`src/rtl/fp_int_converter.sv`:
```
// Multi-cycle int<->float converter: one-bit-per-cycle normaliser (int->float) or denormaliser (float->int).
// Optional macro FP_CVT_ROUND_EN: int->float rounds to nearest-even instead of truncating.
module fp_int_converter (
    input  logic        clk,
    input  logic        rst,
    input  logic        start,
    input  logic        op,
    input  logic [31:0] din,
    output logic        busy,
    output logic        done,
    output logic [31:0] dout,
    output logic        overflow
);

    localparam logic [7:0] EXP_TOP = 8'd158;

    typedef enum logic [1:0] {
        S_IDLE,
        S_SHIFT,
        S_ROUND,
        S_DONE
    } state_t;

    state_t      r_state;
    state_t      w_next_state;

    logic        r_op;
    logic        r_sign;
    logic        r_special;
    logic        r_res_ovf;
    logic [31:0] r_mag;
    logic [31:0] r_res;
    logic [7:0]  r_exp;
    logic [4:0]  r_cnt;

    logic        r_done;
    logic        r_ovf;
    logic [31:0] r_dout;

    logic [31:0] w_int_mag;
    logic [7:0]  w_f_exp;
    logic        w_special;
    logic [31:0] w_spec_res;
    logic        w_spec_ovf;
    logic        w_shift_done;
    logic [22:0] w_mant;
    logic [7:0]  w_exp_r;
    logic [31:0] w_i2f;
    logic [31:0] w_f2i;
`ifdef FP_CVT_ROUND_EN
    logic        w_guard;
    logic        w_sticky;
    logic        w_inc;
    logic [23:0] w_mant_sum;
`endif

    // Zero and out-of-range operands resolve at load time and skip the shifter (N=0).
    always_comb begin
        w_int_mag  = din[31] ? (~din + 32'd1) : din;
        w_f_exp    = din[30:23];
        w_special  = 1'b0;
        w_spec_res = '0;
        w_spec_ovf = 1'b0;
        if (!op) begin
            w_special = (din == 32'd0);
        end else if (w_f_exp < 8'd127) begin
            w_special = 1'b1;
        end else if (din == 32'hCF00_0000) begin
            w_special  = 1'b1;
            w_spec_res = 32'h8000_0000;
        end else if (w_f_exp >= EXP_TOP) begin
            w_special  = 1'b1;
            w_spec_ovf = 1'b1;
            w_spec_res = din[31] ? 32'h8000_0000 : 32'h7FFF_FFFF;
        end
    end

    assign w_shift_done = r_special | (r_op ? (r_cnt == 5'd0) : r_mag[31]);

    always_comb begin
        w_mant  = r_mag[30:8];
        w_exp_r = r_exp;
`ifdef FP_CVT_ROUND_EN
        w_guard    = r_mag[7];
        w_sticky   = |r_mag[6:0];
        w_inc      = w_guard & (w_sticky | r_mag[8]);
        w_mant_sum = {1'b0, r_mag[30:8]} + {23'd0, w_inc};
        w_mant     = w_mant_sum[22:0];
        w_exp_r    = r_exp + {7'd0, w_mant_sum[23]};
`endif
        w_i2f = {r_sign, w_exp_r, w_mant};
        w_f2i = r_sign ? (~r_mag + 32'd1) : r_mag;
    end

    always_ff @(posedge clk) begin
        if (rst) r_state <= S_IDLE;
        else     r_state <= w_next_state;
    end

    always_comb begin
        w_next_state = r_state;
        case (r_state)
            S_IDLE:  if (start) w_next_state = S_SHIFT;
            S_SHIFT: if (w_shift_done) w_next_state = S_ROUND;
            S_ROUND: w_next_state = S_DONE;
            S_DONE:  w_next_state = S_IDLE;
            default: w_next_state = S_IDLE;
        endcase
    end

    // NOTE: working registers carry no reset; the state register alone gates their use.
    always_ff @(posedge clk) begin
        case (r_state)
            S_IDLE: begin
                if (start) begin
                    r_op      <= op;
                    r_sign    <= din[31];
                    r_special <= w_special;
                    r_res     <= w_spec_res;
                    r_res_ovf <= w_spec_ovf;
                    if (op) begin
                        r_mag <= {1'b1, din[22:0], 8'd0};
                        r_cnt <= 5'(EXP_TOP - w_f_exp);
                    end else begin
                        r_mag <= w_int_mag;
                        r_exp <= EXP_TOP;
                        r_cnt <= 5'd0;
                    end
                end
            end
            S_SHIFT: begin
                if (!w_shift_done) begin
                    if (r_op) begin
                        r_mag <= r_mag >> 1;
                        r_cnt <= r_cnt - 5'd1;
                    end else begin
                        r_mag <= r_mag << 1;
                        r_exp <= r_exp - 8'd1;
                    end
                end
            end
            S_ROUND: begin
                if (!r_special) r_res <= r_op ? w_f2i : w_i2f;
            end
            default: ;
        endcase
    end

    always_ff @(posedge clk) begin
        if (rst) begin
            r_done <= 1'b0;
            r_dout <= '0;
            r_ovf  <= 1'b0;
        end else begin
            r_done <= 1'b0;
            if (r_state == S_DONE) begin
                r_done <= 1'b1;
                r_dout <= r_res;
                r_ovf  <= r_res_ovf;
            end
        end
    end

    assign busy     = (r_state != S_IDLE);
    assign done     = r_done;
    assign dout     = r_dout;
    assign overflow = r_ovf;

endmodule

```
`config.mk`:
```
export PLATFORM = sky130hd
export DESIGN_NAME = fp_int_converter
export DESIGN_NICKNAME = d
export VERILOG_FILES = /design/src/rtl/fp_int_converter.sv
export SDC_FILE = /design/constraint.sdc
export NUM_CORES = 1
export LEC_CHECK = 0
export ABC_AREA = 1
export CAP_MARGIN = 20
export CELL_PAD_IN_SITES_DETAIL_PLACEMENT = 0
export CELL_PAD_IN_SITES_GLOBAL_PLACEMENT = 1
export CORE_AREA = 2 2 136 138
export DETAILED_ROUTE_END_ITERATION = 10
export DIE_AREA = 0 0 138 140
export PLACE_DENSITY = 0.84
export RECOVER_POWER = 50
export SYNTH_ARGS = -nofsm -noshare
export SYNTH_HDL_FRONTEND = slang
export SYNTH_SLANG_ARGS = --single-unit
```
`constraint.sdc`:
```
create_clock -name clk -period 5 [get_ports clk]
set_clock_uncertainty 0.2 [all_clocks]
set_input_delay 1 -clock clk [delete_from_list [all_inputs] [get_ports clk]]
set_output_delay 1 -clock clk [all_outputs]
set_load 0.01 [all_outputs]
```
==> out/qor.csv <==
metric;value;unit
syn_inst;1040;
numClockSinks;117;
hold_path_class;flop to flop;
synth_top_area_share;32.04;%
share_of_cells_above_drive_strength_1;8.559;%
die_h;140;µm
synth-main-ff-cell;sky130_fd_sc_hd__edfxtp_1;
groute.layer.met2.usage;33.30;%
timing.critical_path.buf_inv;5;
yosysSeqAreaShare;41.54;%
grt_use_total;22.24;%
fillerInstances;1816;
maximum_number_of_pins_on_one_net_before_global_route_repair;39;
post_route_drc;0;
critical-path-top-delay-family;buffers and inverters;
critical_path.cell_chain;inv_1 -> ha_1 -> clkinv_1 -> clkbuf_1 -> nand2_1 -> nand2_1 -> nand2_1 -> inv_1 -> buf_4;
worstPathArrival;3510;ps
status;complete, but fails checks;
total_power;4.784;mW
syn_to_final_growth;18.53;%
grt_overflow;0;
vias_per_cell;5.271;
floorplan.die.width;138;µm
cts_root_buf;sky130_fd_sc_hd__clkbuf_16;
drt_first_iter_violations;673;
syn_area;7591;µm²
yosys_register_bits;117;
detail_route.wl_per_cell;15.90;µm
cts-root-to-sink-buffers;2;
synth.most_common_cell;sky130_fd_sc_hd__nand2_1;
dp_worst_setup_slack;1757;ps
tritoncts;yes;
grt_pass1_vias;6423;
synth_area_per_cell;7.299;µm²
yosysWarnings;0;
numPlacedInstances;1308;
worst-endpoint-required;4870;ps
ir_drop;0.0002381;V
grt_use_met3;3.556;%
final_critical_path_setup_slack;1362;ps
place_congestion;0.9473;
first_pass_iters;6;
critPathMaxStageDelay;1230;ps
worst_slew_pin_slew;1740;ps
postCtsSetupBuffers;0;
core;17780;µm²
crit_path_start_kind;flop;
postSynth.asyncResetShare;0;%
detailed_place_hpwl;15830;µm
worst_skew_pair.late_latency;410;ps
finalHoldViolations;0;
critical-path-top-cell-by-count;sky130_fd_sc_hd__nand2_1;
synthTopCellsByCount;302 x sky130_fd_sc_hd__nand2_1, 89 x sky130_fd_sc_hd__nor2_1, 87 x sky130_fd_sc_hd__inv_1;
top_level_ports;71;
setup_viol;0;
use_met1;32.85;%
fin_nets;1147;
failing_checks;max-capacitance violations, max-slew violations;
final-instance-count-excl-fill;1339;
floorplan.rows;49;
r2r-start;r_state[1]$_SDFFE_PP0P_;
number_of_enable_flip_flop_cells_after_synthesis;81;
initial_utilization;42.70;%
timing.max_cap.violations;2;
total_clock_buffers_created_by_cts;17;
htreeDepth;4;
hold_path_startpoint;dout[7]$_SDFFE_PP0P_;
pwr_density_cell;531.7;nW/µm²
die_area;19320;µm²
critical_path.startpoint;r_state[1]$_SDFFE_PP0P_;
detailroute.via_count;7058;
worst_slew_slack_as_a_fraction_of_its_limit;-16.03;%
grt-busiest-layer;met2;
hold_buffers;0;
diodes;0;
drt-total-wl;21290;µm
timing.fmax;0.2748;GHz
postCtsResizedCells;0;
synthDistinctLibCells;45;
grt_first_pass_wirelength;34490;µm
totalNegativeSetupSlack;0;ps
initial_antenna_violation_count;0;
static-leakage-power;3.780;nW
critPathKind;flop to flop;
finalCritPeriodShare;72.77;%
final_max_slew_viol_count;69;
critical_path_peak_fanout;35;
post-route-min-period;3639;ps
synth_top_cells_by_area;sky130_fd_sc_hd__edfxtp_1 32%, sky130_fd_sc_hd__nand2_1 15%, sky130_fd_sc_hd__dfxtp_1 9.5%, sky130_fd_sc_hd__a21oi_1 5.5%, sky130_fd_sc_hd__nand3_1 5.5%;
synth_area_leader;sky130_fd_sc_hd__edfxtp_1;
synth_nets;1089;
post-route-util;50.61;%
clkSlewWorstSetupHoldPaths;50;ps
rsz0062_at_grt;false;
ant_nets;0;
critical-path-slowest-cell;sky130_fd_sc_hd__clkbuf_1;
buffer_ports.inserted;70;
worst_setup_path_end_kind;flop;
## worst paths after layout
path | depth (start not counted) | slack, ps | end
worst min-delay path | 2 | 250 | dout[7]$_SDFFE_PP0P_
worst min register to register | 2 | 250 | dout[7]$_SDFFE_PP0P_
worst max-delay path | 9 | 1360 | r_mag[11]$_DFFE_PP_
worst max register to register | 9 | 1360 | r_mag[11]$_DFFE_PP_
## worst register-to-register path, stage by stage (launching register included)
cell and delay [ps]:
sky130_fd_sc_hd__dfxtp_1 360, sky130_fd_sc_hd__inv_1 90, sky130_fd_sc_hd__ha_1 470, sky130_fd_sc_hd__clkinv_1 110, sky130_fd_sc_hd__clkbuf_1 1230, sky130_fd_sc_hd__nand2_1 190
sky130_fd_sc_hd__nand2_1 140, sky130_fd_sc_hd__nand2_1 70, sky130_fd_sc_hd__inv_1 50, sky130_fd_sc_hd__buf_4 370
## per-stage QoR
step / area, µm² / hold slack, ps
2_1_floorplan: 7591 / 285.6
3_3_place_gp: 8471 / 246.9
3_5_place_dp: 8471 / 252.3
4_1_cts: 9016 / 260.6
5_1_grt: 8997 / 272.7
6_report: 8997 / 253.0
## cells in the final DEF (no fill, tap or decap), types with 4 or more instances in the layout
cell                              instances
sky130_fd_sc_hd__a21boi_0                 6
sky130_fd_sc_hd__a21oi_1                 84
sky130_fd_sc_hd__buf_4                    7
sky130_fd_sc_hd__clkbuf_1                 7
sky130_fd_sc_hd__clkbuf_16               18
sky130_fd_sc_hd__clkdlybuf4s50_1         34
sky130_fd_sc_hd__clkinv_2                 5
sky130_fd_sc_hd__dfxtp_1                 36
sky130_fd_sc_hd__dlygate4sd3_1           36
sky130_fd_sc_hd__edfxtp_1                81
sky130_fd_sc_hd__ha_1                    13
sky130_fd_sc_hd__inv_1                   87
sky130_fd_sc_hd__inv_2                   15
sky130_fd_sc_hd__nand2_1                302
sky130_fd_sc_hd__nand2_2                 10
sky130_fd_sc_hd__nand3_1                 84
sky130_fd_sc_hd__nand3_2                  4
sky130_fd_sc_hd__nand3b_1                 4
sky130_fd_sc_hd__nand4_1                 15
sky130_fd_sc_hd__nor2_1                  89
sky130_fd_sc_hd__nor2_2                   9
sky130_fd_sc_hd__nor2_4                   8
sky130_fd_sc_hd__nor3_1                  11
sky130_fd_sc_hd__o21ai_0                 47
sky130_fd_sc_hd__o21ai_1                 20
sky130_fd_sc_hd__o21ai_2                  7
sky130_fd_sc_hd__o22ai_1                 17
sky130_fd_sc_hd__xor2_1                  17
## cell families after synthesis
logic type | synth area share [%]
AND/OR/NAND/NOR | 31.93
XOR/XNOR | 2.077
adder cells (fa/ha/maj) | 2.143
AO/OA/AOI/OAI | 14.41
flip-flops | 41.54
buffers and inverters | 7.911
## report_power, final
group,internal (mW),total (mW),switching (mW)
Clock,0.695,1.11,0.419
Combinational,0.558,1.84,1.28
Sequential,1.58,1.83,0.258
Total,2.83,4.78,1.95
## registers in the layout, summed over array words and instances, names as in the netlist
| register | flops |
|---|---|
| done | 1 |
| r_sign | 1 |
| overflow | 1 |
| r_res_ovf | 1 |
| r_cnt | 5 |
| r_exp | 8 |
| dout | 32 |
| r_special | 1 |
| r_op | 1 |
| r_res | 32 |
| r_state | 2 |
| r_mag | 32 |
## per-layer routing
layer | part of all wire (%) | vias up
li1 | - | 3595
met4 | 1.6 | 0
met2 | 44 | 239
met5 | 0 | -
met3 | 5.9 | 28
met1 | 49 | 3196
## area by class of cell
class / count / area [µm²] / area share (%)
Multi-Input combinational cell: 776 / 3850 / 42.79
Clock buffer: 23 / 499.2 / 5.549
Inverter: 104 / 390.4 / 4.339
Sequential cell: 117 / 3153 / 35.04
Clock inverter: 8 / 46.29 / 0.5145
Tap cell: 229 / 286.5 / 3.185
Timing Repair Buffer: 82 / 772.0 / 8.580
(Power assumes the default switching activity.)
